**src/rtl/out_down_sched.sv**
```systemverilog
// -----------------------------------------------------------------------------
// out_down_sched
//
// Shared output-downscale scheduler. Up to NREQ accumulator lanes are
// arbitrated round-robin into one shift-and-narrow stage. The granted
// accumulator is arithmetic-shifted right by `div`, narrowed to featureWidth
// bits, and returned together with its lane id over a valid/ready handshake.
//
// Each result takes one capture cycle (SCALE) and is then presented (OUT).
// Accept in cycle t gives out_valid in cycle t+2. With continuous requests
// and out_ready high, a new lane is accepted in the same cycle that the
// previous result hands off, so one result comes out every 2 cycles.
//
// Ports:
//   clk        sole clock, rising edge
//   reset      asynchronous, active-low; clears all state
//   enable     low: no new grants; a held result still drains
//   req_valid  [NREQ]       lane i has a result pending
//   req_data   [NREQ*ACCW]  signed accumulator of lane i at [i*ACCW +: ACCW]
//   req_ready  [NREQ]       combinational one-hot grant
//   out_valid               out_data/out_id are valid
//   out_ready               consumer accepts when out_valid & out_ready
//   out_data   [featureWidth] scaled result, signed
//   out_id     [IDW]        lane that produced out_data
//   busy                    high whenever the unit is not idle
//
// Configuration macro: OUT_DOWN_SAT_EN
//   defined   -> shifted value saturates to the signed featureWidth range
//   undefined -> low featureWidth bits are kept (wraps on overflow)
// -----------------------------------------------------------------------------
module out_down_sched #(
    parameter int weightWidth  = 16,
    parameter int featureWidth = 16,
    parameter int div          = 7,
    parameter int NREQ         = 4,
    parameter int IDW          = 2,
    localparam int ACCW        = featureWidth + weightWidth + 1
) (
    input  logic                     clk,
    input  logic                     reset,
    input  logic                     enable,
    input  logic [NREQ-1:0]          req_valid,
    input  logic [NREQ*ACCW-1:0]     req_data,
    output logic [NREQ-1:0]          req_ready,
    output logic                     out_valid,
    input  logic                     out_ready,
    output logic [featureWidth-1:0]  out_data,
    output logic [IDW-1:0]           out_id,
    output logic                     busy
);

    typedef enum logic [1:0] {
        S_IDLE  = 2'd0,
        S_SCALE = 2'd1,
        S_OUT   = 2'd2
    } state_t;

    state_t                   r_state;
    state_t                   w_next_state;
    logic [IDW-1:0]           r_ptr;
    logic signed [ACCW-1:0]   r_acc;
    logic [IDW-1:0]           r_id;
    logic [featureWidth-1:0]  r_out_data;
    logic [IDW-1:0]           r_out_id;

    logic                     w_accept;
    logic [IDW-1:0]           w_win;
    logic [ACCW-1:0]          w_win_data;
    logic [NREQ-1:0]          w_onehot;
    int                       w_best;
    logic signed [ACCW-1:0]   w_shifted;
    logic [featureWidth-1:0]  w_narrow;

    // A new lane may enter only when nothing is held, or when the held
    // result leaves in this very cycle.
    assign w_accept = enable && (|req_valid) &&
                      ((r_state == S_IDLE) || ((r_state == S_OUT) && out_ready));

    // Round-robin: each valid lane's distance from ptr+1 (mod NREQ) is its
    // priority; the smallest distance wins. Data is picked in the same pass
    // so only constant lane indices are ever used.
    always_comb begin : rr_search
        // NOTE: every variable gets a default before any condition so that
        // no path leaves it unassigned, which would otherwise infer a latch.
        w_best     = NREQ;
        w_win      = '0;
        w_win_data = '0;
        w_onehot   = '0;
        for (int i = 0; i < NREQ; i++) begin
            if (req_valid[i] && (((i + NREQ - 1 - int'(r_ptr)) % NREQ) < w_best)) begin
                w_best      = (i + NREQ - 1 - int'(r_ptr)) % NREQ;
                w_win       = IDW'(i);
                w_win_data  = req_data[i*ACCW +: ACCW];
                w_onehot    = '0;
                w_onehot[i] = 1'b1;
            end
        end
    end

    assign req_ready = w_accept ? w_onehot : '0;

    assign w_shifted = r_acc >>> div;

`ifdef OUT_DOWN_SAT_EN
    logic [ACCW-featureWidth:0] w_hi;
    logic                       w_in_range;

    // The value fits when every bit from the narrow sign bit upward agrees.
    assign w_hi       = w_shifted[ACCW-1:featureWidth-1];
    assign w_in_range = (&w_hi) || !(|w_hi);
    assign w_narrow   = w_in_range      ? w_shifted[featureWidth-1:0] :
                        w_shifted[ACCW-1] ? {1'b1, {(featureWidth-1){1'b0}}} :
                                            {1'b0, {(featureWidth-1){1'b1}}};
`else
    assign w_narrow = featureWidth'(w_shifted);
`endif

    always_comb begin : next_state
        w_next_state = r_state;
        unique case (r_state)
            S_IDLE:  if (w_accept) w_next_state = S_SCALE;
            S_SCALE: w_next_state = S_OUT;
            S_OUT:   if (out_ready) w_next_state = w_accept ? S_SCALE : S_IDLE;
            default: w_next_state = S_IDLE;
        endcase
    end

    // NOTE: all clocked state uses non-blocking assignments so every register
    // samples the pre-edge values, independent of block evaluation order.
    always_ff @(posedge clk or negedge reset) begin : state_reg
        if (!reset) begin
            r_state <= S_IDLE;
        end else begin
            r_state <= w_next_state;
        end
    end

    always_ff @(posedge clk or negedge reset) begin : datapath
        if (!reset) begin
            r_ptr      <= IDW'(NREQ - 1);
            r_acc      <= '0;
            r_id       <= '0;
            r_out_data <= '0;
            r_out_id   <= '0;
        end else begin
            if (w_accept) begin
                r_acc <= w_win_data;
                r_id  <= w_win;
                r_ptr <= w_win;
            end
            if (r_state == S_SCALE) begin
                r_out_data <= w_narrow;
                r_out_id   <= r_id;
            end
        end
    end

    // The presented result is exactly the OUT state, so valid cannot
    // disagree with the FSM and drops on the handshake edge.
    assign out_valid = (r_state == S_OUT);
    assign busy      = (r_state != S_IDLE);
    assign out_data  = r_out_data;
    assign out_id    = r_out_id;

endmodule
```
**config.mk**
```make
export PLATFORM = sky130hd
export DESIGN_NAME = out_down_sched
export DESIGN_NICKNAME = d
export VERILOG_FILES = /design/src/rtl/out_down_sched.sv
export SDC_FILE = /design/constraint.sdc
export NUM_CORES = 1
export LEC_CHECK = 0
export ABC_CLOCK_PERIOD_IN_PS = 4000
export BUFFER_PORTS_ARGS = -buffer_cell sky130_fd_sc_hd__buf_2
export CORE_MARGIN = 2
export CORE_UTILIZATION = 37
export DETAILED_ROUTE_END_ITERATION = 16
export PLACE_DENSITY = 0.78
export SLEW_MARGIN = 5
export SYNTH_ARGS = -nofsm -noshare
export SYNTH_HDL_FRONTEND = slang
export SYNTH_SLANG_ARGS = --single-unit
```
**constraint.sdc**
```tcl
create_clock -name clk -period 4 [get_ports clk]
set_clock_uncertainty 0.2 [all_clocks]
set_input_delay 0.4 -clock clk [delete_from_list [all_inputs] [get_ports clk]]
set_output_delay 0.4 -clock clk [all_outputs]
set_load 0.01 [all_outputs]
```
==> results.py, run 1 <==
metrics = {
    "clock_tree": {
        "clkTransAtPathRegs_ns": 0.07,
        "cts.path.max_buffers": 2,
        "cts_tree": "done",
        "clkLatencyLatePin_ns": 0.29,
        "cts_buffers": 5,
        "cts.sinks": 40,
        "htreeDepth": 2,
        "hold_buffers": 0,
        "cts_root_buf": "clkbuf_8",
    },
    "floorplanning": {
        "die_h_um": 82.1,
        "rows": 28,
        "ioPinCount": 164,
        "dieArea_sq_um": 6740,
        "initial_utilization_pct": 38.1,
        "fp.coreArea_sq_um": 5920,
        "fp.dieW_um": 82.1,
    },
    "logic_synthesis": {
        "yosys-top-cells-area": "dfrtp_1 (42%), mux2_2 (9.0%), a221oi_1 (4.3%)",
        "synth.distinct_cells": 40,
        "syn_avg_cell_area_sq_um": 9.60,
        "seq_area_frac_synth_pct": 44.5,
        "synthCells": 235,
        "ys.warnings.count": 0,
        "synth_top_family_by_area": "compound AO/OA/AOI/OAI gates",
        "synthTopCellsByCount": "dfrtp_1 (38), nand2_1 (20), a21oi_1 (18), mux2_2 (18)",
        "synth-xor-area-share_pct": 0.388,
        "synth_edf_count": 0,
        "yosys.area.top_type": "dfrtp_1",
        "synth_flop_cell": "dfrtp_1",
        "yosysMostFrequentCell": "dfrtp_1",
        "synth_area_sq_um": 2260,
        "synthesis.nets": 378,
        "synthMuxAreaShare_pct": 8.98,
        "synthAdderAreaFrac_pct": 1.66,
        "ys_async_sr_fraction_pct": 100,
        "ys_seq_elements": 40,
        "synth-compound-area-share_pct": 22.1,
        "synth_top_area_share_pct": 42.1,
        "yosys.area_share.simple_pct": 15.3,
    },
    "grt": {
        "grt_use_total_pct": 19.5,
        "antenna_found_initial": 0,
        "grt_max_degree": 41,
        "grt_pass1_vias": 2103,
        "overflow": 0,
        "grt_pass1_wl_mm": 9.93,
    },
    "final_layout": {
        "multi_input_comb_area_sq_um": 1310,
        "drive_gt1_share_pct": 54.0,
        "fin_nets": 494,
        "area_growth_pct": 48.6,
        "fillCellCount": 541,
        "stdcell_count": 427,
        "seqCellArea_sq_um": 1000,
        "final_area_sq_um": 3350,
        "n_antenna_cell": 0,
    },
    "detailed_routing": {
        "drt_iter0_drc": 43,
        "vias": 2243,
        "ant_nets": 0,
        "routedWlPerCell_um": 15.5,
        "drt-vias-per-instance": 5.25,
        "drcViolationCount": 0,
        "routed_wl_mm": 6.63,
        "firstDrtPassIters": 6,
    },
    "setup_path": {
        "end_kind": "primary output",
        "cp.required_ns": 3.40,
        "worst-path-max-fanout": 3,
        "cp.arrival_ns": 3.77,
        "r2r-end": "r_acc[16]",
        "r2r_cells": 19,
        "crit_start": "r_ptr[1]",
        "critPathLaunchType": "flop",
        "regToRegStartpoint": "r_ptr[1]",
        "reg2reg_slack_ns": -0.30,
        "worstSetupPathType": "flop to primary output",
    },
    "timing": {
        "rsz0062_at_grt": "true",
        "period_share_pct": 109,
        "period_minus_slack_ns": 4.37,
        "setup_viol": 20,
        "worst_slew_pin_slew_ns": 0.911,
        "relSlewSlack_pct": 39.3,
        "hold_violations": 0,
        "max_freq_mhz": 229,
        "hold_slack_ns": 0.0167,
        "slew_violations": 0,
        "layout_setup_ws_ns": -0.372,
    },
    "placed_design": {
        "hpwlAfterDp_mm": 4.73,
        "gp_congestion": 0.833,
        "port_buffers": 95,
        "dp_cells": 409,
        "placed_cell_area_sq_um": 2940,
        "dp_slack_ns": -0.223,
    },
    "power": {
        "finalPower_mw": 2.87,
        "leakage_nw": 1.59,
        "powerDensity_nw_per_um2": 857,
        "peakVddDrop_mv": 0.586,
    },
    "worst_hold_path": {
        "hold_class": "input pin to async pin",
    },
    "outcome": {
        "status": "finished with violations",
        "violations": "negative setup slack",
    },
    "flow_run": {
        "max-cap-violations": 0,
    },
}
## final cells by class
cell class	instances	area share, %
multi-input combinational	162	39.1
sequential	40	29.9
timing repair buffer	125	22.5
clock buffer	7	2.87
tap	75	2.80
inverter	17	1.90
clock inverter	1	0.896
## through the flow
step | util, % | TNS, ns
5_1_grt | 56.6 | -8.48
2_1_floorplan | - | -0.308
3_3_place_gp | 49.6 | -0.819
3_5_place_dp | 49.6 | -1.38
4_1_cts | 52.6 | -2.12
6_report | 56.6 | -4.53
## cells by family after synthesis
family | count (synthesis)
flops | 40
buf+inv | 33
mux | 18
fa+ha+maj | 3
xor+xnor | 1
compound gates | 74
simple gates | 66
## worst max-delay path, cell delays in order, from the launching register on
cell and delay [ns]:
dfstp_2 0.57, xor2_2 0.17, ha_1 0.28, a21o_1 0.20, a21oi_4 0.16, nor2_2 0.06
a21oi_2 0.13, ha_2 0.20, and4b_1 0.21, a22o_1 0.24, o21a_1 0.20, ha_4 0.29
buf_6 0.11, o31ai_2 0.06, o32a_1 0.33, nand2_2 0.11, inv_2 0.04, buf_6 0.11
## state kept, by name, indices dropped and copies added, names as in the netlist
signal	count
r_ptr	2
r_id	2
r_state	2
r_acc	16
out_data	16
out_id	2
## timing repair
action                                  CTS  global route
endpoints found under the setup margin   19            24
setup buffers                             4             6
pin swaps                                 4             7
resized for setup                         4            33
## report_power, final
group          internal, mW  switching (mW)  leakage [nW]
logic                 0.887           0.918          1.05
registers             0.610           0.104         0.468
clock network         0.220           0.134        0.0645
## metal layers
layer	GRT usage, %	vias to the layer above	part of all wire (%)
li1	-	1081	-
met1	26.2	1063	44
met2	32.0	89	48
met3	3.37	10	6.2
met4	6.17	0	1.7
met5	0	-	0
## worst max-delay path by stage
stage | endpoint | slack [ns] | cells after the start
after floorplan | req_ready[0] | -0.12 | 18
after global placement | req_ready[2] | -0.17 | 15
after detailed placement | req_ready[2] | -0.22 | 15
after CTS | req_ready[0] | -0.31 | 18
after global routing | req_ready[0] | -0.57 | 17
final | req_ready[3] | -0.37 | 17
## placed cells by master, fill, tap and decap left out, types with 3 or more instances in the layout
cell      instances
inv_1            15
a221oi_2          9
a21oi_1          12
nor2_1           12
buf_6             8
o211ai_1         11
buf_2            92
a21oi_2           4
a221oi_4          3
nand4_1           4
mux2_2           18
nand2b_1          4
a22o_1            6
buf_4            23
nand3_1          12
o21a_1            3
nand2_1          19
o21ai_0          16
dfrtp_1          38
clkbuf_8          7
(Power assumes the default switching activity.)
==> run 2, diff against run 1 <==
--- a/config.mk
+++ b/config.mk
@@ -6,11 +6,14 @@
 export NUM_CORES = 1
 export LEC_CHECK = 0
 export ABC_CLOCK_PERIOD_IN_PS = 4000
-export BUFFER_PORTS_ARGS = -buffer_cell sky130_fd_sc_hd__buf_2
+export BUFFER_PORTS_ARGS = -buffer_cell sky130_fd_sc_hd__clkbuf_2
+export CELL_PAD_IN_SITES_DETAIL_PLACEMENT = 1
+export CELL_PAD_IN_SITES_GLOBAL_PLACEMENT = 1
 export CORE_MARGIN = 2
-export CORE_UTILIZATION = 37
+export CORE_UTILIZATION = 25
+export CTS_CLUSTER_SIZE = 16
 export DETAILED_ROUTE_END_ITERATION = 16
-export PLACE_DENSITY = 0.78
+export PLACE_DENSITY = 0.76
 export SLEW_MARGIN = 5
 export SYNTH_ARGS = -nofsm -noshare
 export SYNTH_HDL_FRONTEND = slang
==> run 2 against run 1 <==
Compared with the run above: clock-buffer cell count fell by 1; sequential share of layout area is 0.77 points lower; clock power fell by 23%; first-iteration DRC count up 40%; the run still ends with negative setup slack left; total power is 1.4% lower; die area increased by 45%; largest cell class unchanged; wire length grew 17%; global-route usage decreased by 3.3 points; via count rose by 0.89%; critical path type unchanged; non-clock buffer count up 7; sequential power rose by 2%.
==> results.py, run 2 (synthesis results as in run 1) <==
metrics = {
    "outcome": {
        "status": "finished with violations",
        "violations": "negative setup slack",
    },
    "timing": {
        "max_freq_mhz": 228,
        "layout_setup_ws_ns": -0.391,
        "worst_slew_pin_slew_ns": 1.04,
        "period_minus_slack_ns": 4.39,
        "slew_violations": 0,
        "rsz0062_at_grt": "true",
        "setup_viol": 21,
        "hold_violations": 0,
        "relSlewSlack_pct": 30.8,
        "period_share_pct": 110,
    },
    "floorplanning": {
        "rows": 34,
        "initial_utilization_pct": 25.9,
        "die_h_um": 99.0,
        "ioPinCount": 164,
        "fp.coreArea_sq_um": 8720,
        "dieArea_sq_um": 9800,
        "fp.dieW_um": 99.0,
    },
    "detailed_routing": {
        "drt_iter0_drc": 60,
        "routed_wl_mm": 7.74,
        "wl_met3_um": 309,
        "drcViolationCount": 0,
        "ant_nets": 0,
        "vias": 2263,
        "routedWlPerCell_um": 16.6,
        "maxUsedRoutingLayer": "met4",
        "wl_met1_mm": 3.25,
        "drt-vias-per-instance": 4.85,
        "firstDrtPassIters": 4,
        "dr_wl_met2_mm": 4.11,
    },
    "placed_design": {
        "hpwlAfterDp_mm": 5.94,
        "placed_cell_area_sq_um": 3030,
        "port_buffers": 95,
        "gp_congestion": 0.802,
    },
    "clock_tree": {
        "cts_root_buf": "clkbuf_8",
        "clkTransAtPathRegs_ns": 0.08,
        "clkLatencyLatePin_ns": 0.28,
        "htreeDepth": 2,
        "cts_tree": "done",
        "cts.sinks": 40,
        "hold_buffers": 0,
        "cts.path.max_buffers": 2,
        "cts_buffers": 5,
    },
    "grt": {
        "grt_pass1_wl_mm": 12.4,
        "grt_use_total_pct": 16.2,
        "overflow": 0,
        "grt_pass1_vias": 2463,
        "antenna_found_initial": 0,
        "grt_max_degree": 41,
    },
    "setup_path": {
        "end_kind": "primary output",
        "cp.required_ns": 3.40,
        "reg2reg_slack_ns": -0.26,
        "crit_start": "r_ptr[1]",
        "worstSetupPathType": "flop to primary output",
        "regToRegStartpoint": "r_ptr[1]",
        "cp.arrival_ns": 3.79,
        "worst-path-max-fanout": 4,
        "critPathLaunchType": "flop",
    },
    "power": {
        "leakage_nw": 1.62,
        "powerDensity_nw_per_um2": 823,
        "peakVddDrop_mv": 0.478,
        "finalPower_mw": 2.83,
    },
    "final_layout": {
        "final_common_cell": "clkbuf_2",
        "final_cell_mix": "clkbuf_2 (91), dfrtp_1 (38), buf_4 (33)",
        "area_growth_pct": 52.5,
        "fin_nets": 501,
        "final_area_sq_um": 3440,
        "drive_gt1_share_pct": 54.0,
        "n_antenna_cell": 0,
    },
    "flow_run": {
        "max-cap-violations": 0,
    },
    "worst_hold_path": {
        "hold_class": "input pin to async pin",
    },
}
-- run 2: cell types whose count changed in the layout (fill, tap and decap cells not counted), moves of 2 or more --
cell      previous run  this run
a21oi_1             12        14
buf_2               92         0
a21oi_2              4         2
a221oi_4             3         7
clkbuf_2             0        91
a221oi_2             9         5
clkinv_2             0         2
buf_4               23        33
-- run 2: path summary, 6_finish.rpt --
| path | endpoint | cells past startpoint |
|---|---|---|
| worst max-delay path | req_ready[2] | 17 |
| worst min-delay path | out_data[6] | 1 |
| worst max register to register | r_acc[13] | 19 |
| worst min register to register | r_id[1] | 1 |
| max in group asynchronous | r_acc[22] | 1 |
| min in group clk | r_acc[15] | 3 |
-- run 2: report_power, final --
part	switching [mW]	internal, mW	total [mW]
combinational	0.932	0.901	1.83
clock	0.136	0.138	0.274
sequential	0.116	0.610	0.726
-- run 2: final cells by class --
cell class / instances / area [sq um]
Multi-Input combinational cell: 162 / 1350
Sequential cell: 40 / 1000
Timing Repair Buffer: 132 / 797
Inverter: 17 / 63.8
Clock inverter: 2 / 10.0
Fill cell: 1016 / 5280
Tap cell: 108 / 135
Clock buffer: 6 / 82.6
-- run 2: worst max-delay path, cell delays in order (launching register included) --
cell and delay, ns:
dfstp_2 0.59, xor2_2 0.18, ha_1 0.27, a21o_1 0.23
a21oi_4 0.18, nor2_2 0.06, a21oi_4 0.12, ha_2 0.20
and4b_1 0.21, a22o_1 0.24, o21a_1 0.21, ha_4 0.27
buf_4 0.13, a21oi_2 0.13, buf_4 0.14, nor3_4 0.04
and2_1 0.17, buf_4 0.14
-- run 2: what timing repair did --
item                       4_1_cts  5_1_grt
pin swaps                       11       18
buffers inserted                 7        5
gates resized for setup         20       22
gates cloned                     0        0
setup endpoints to repair       20       22
-- run 2: per-stage QoR --
stage	cells	worst slack [ns]	TNS [ns]	utilization, %	hold slack, ns
after detailed placement	449	-0.269	-2.95	34.8	0.284
after global routing	467	-0.607	-8.28	39.5	0.127
after global placement	449	-0.190	-1.46	34.8	0.272
after CTS	463	-0.419	-4.08	37.9	0.109
after floorplan	235	-0.116	-0.308	-	-0.0956
final	467	-0.391	-3.53	39.5	0.0756
-- run 2: layer usage --
layer / vias to the layer above / GRT usage, %
met3: 4 / 2.41
met2: 54 / 29.2
met1: 1109 / 19.7
li1: 1096 / -
met4: 0 / 5.16
met5: - / 0
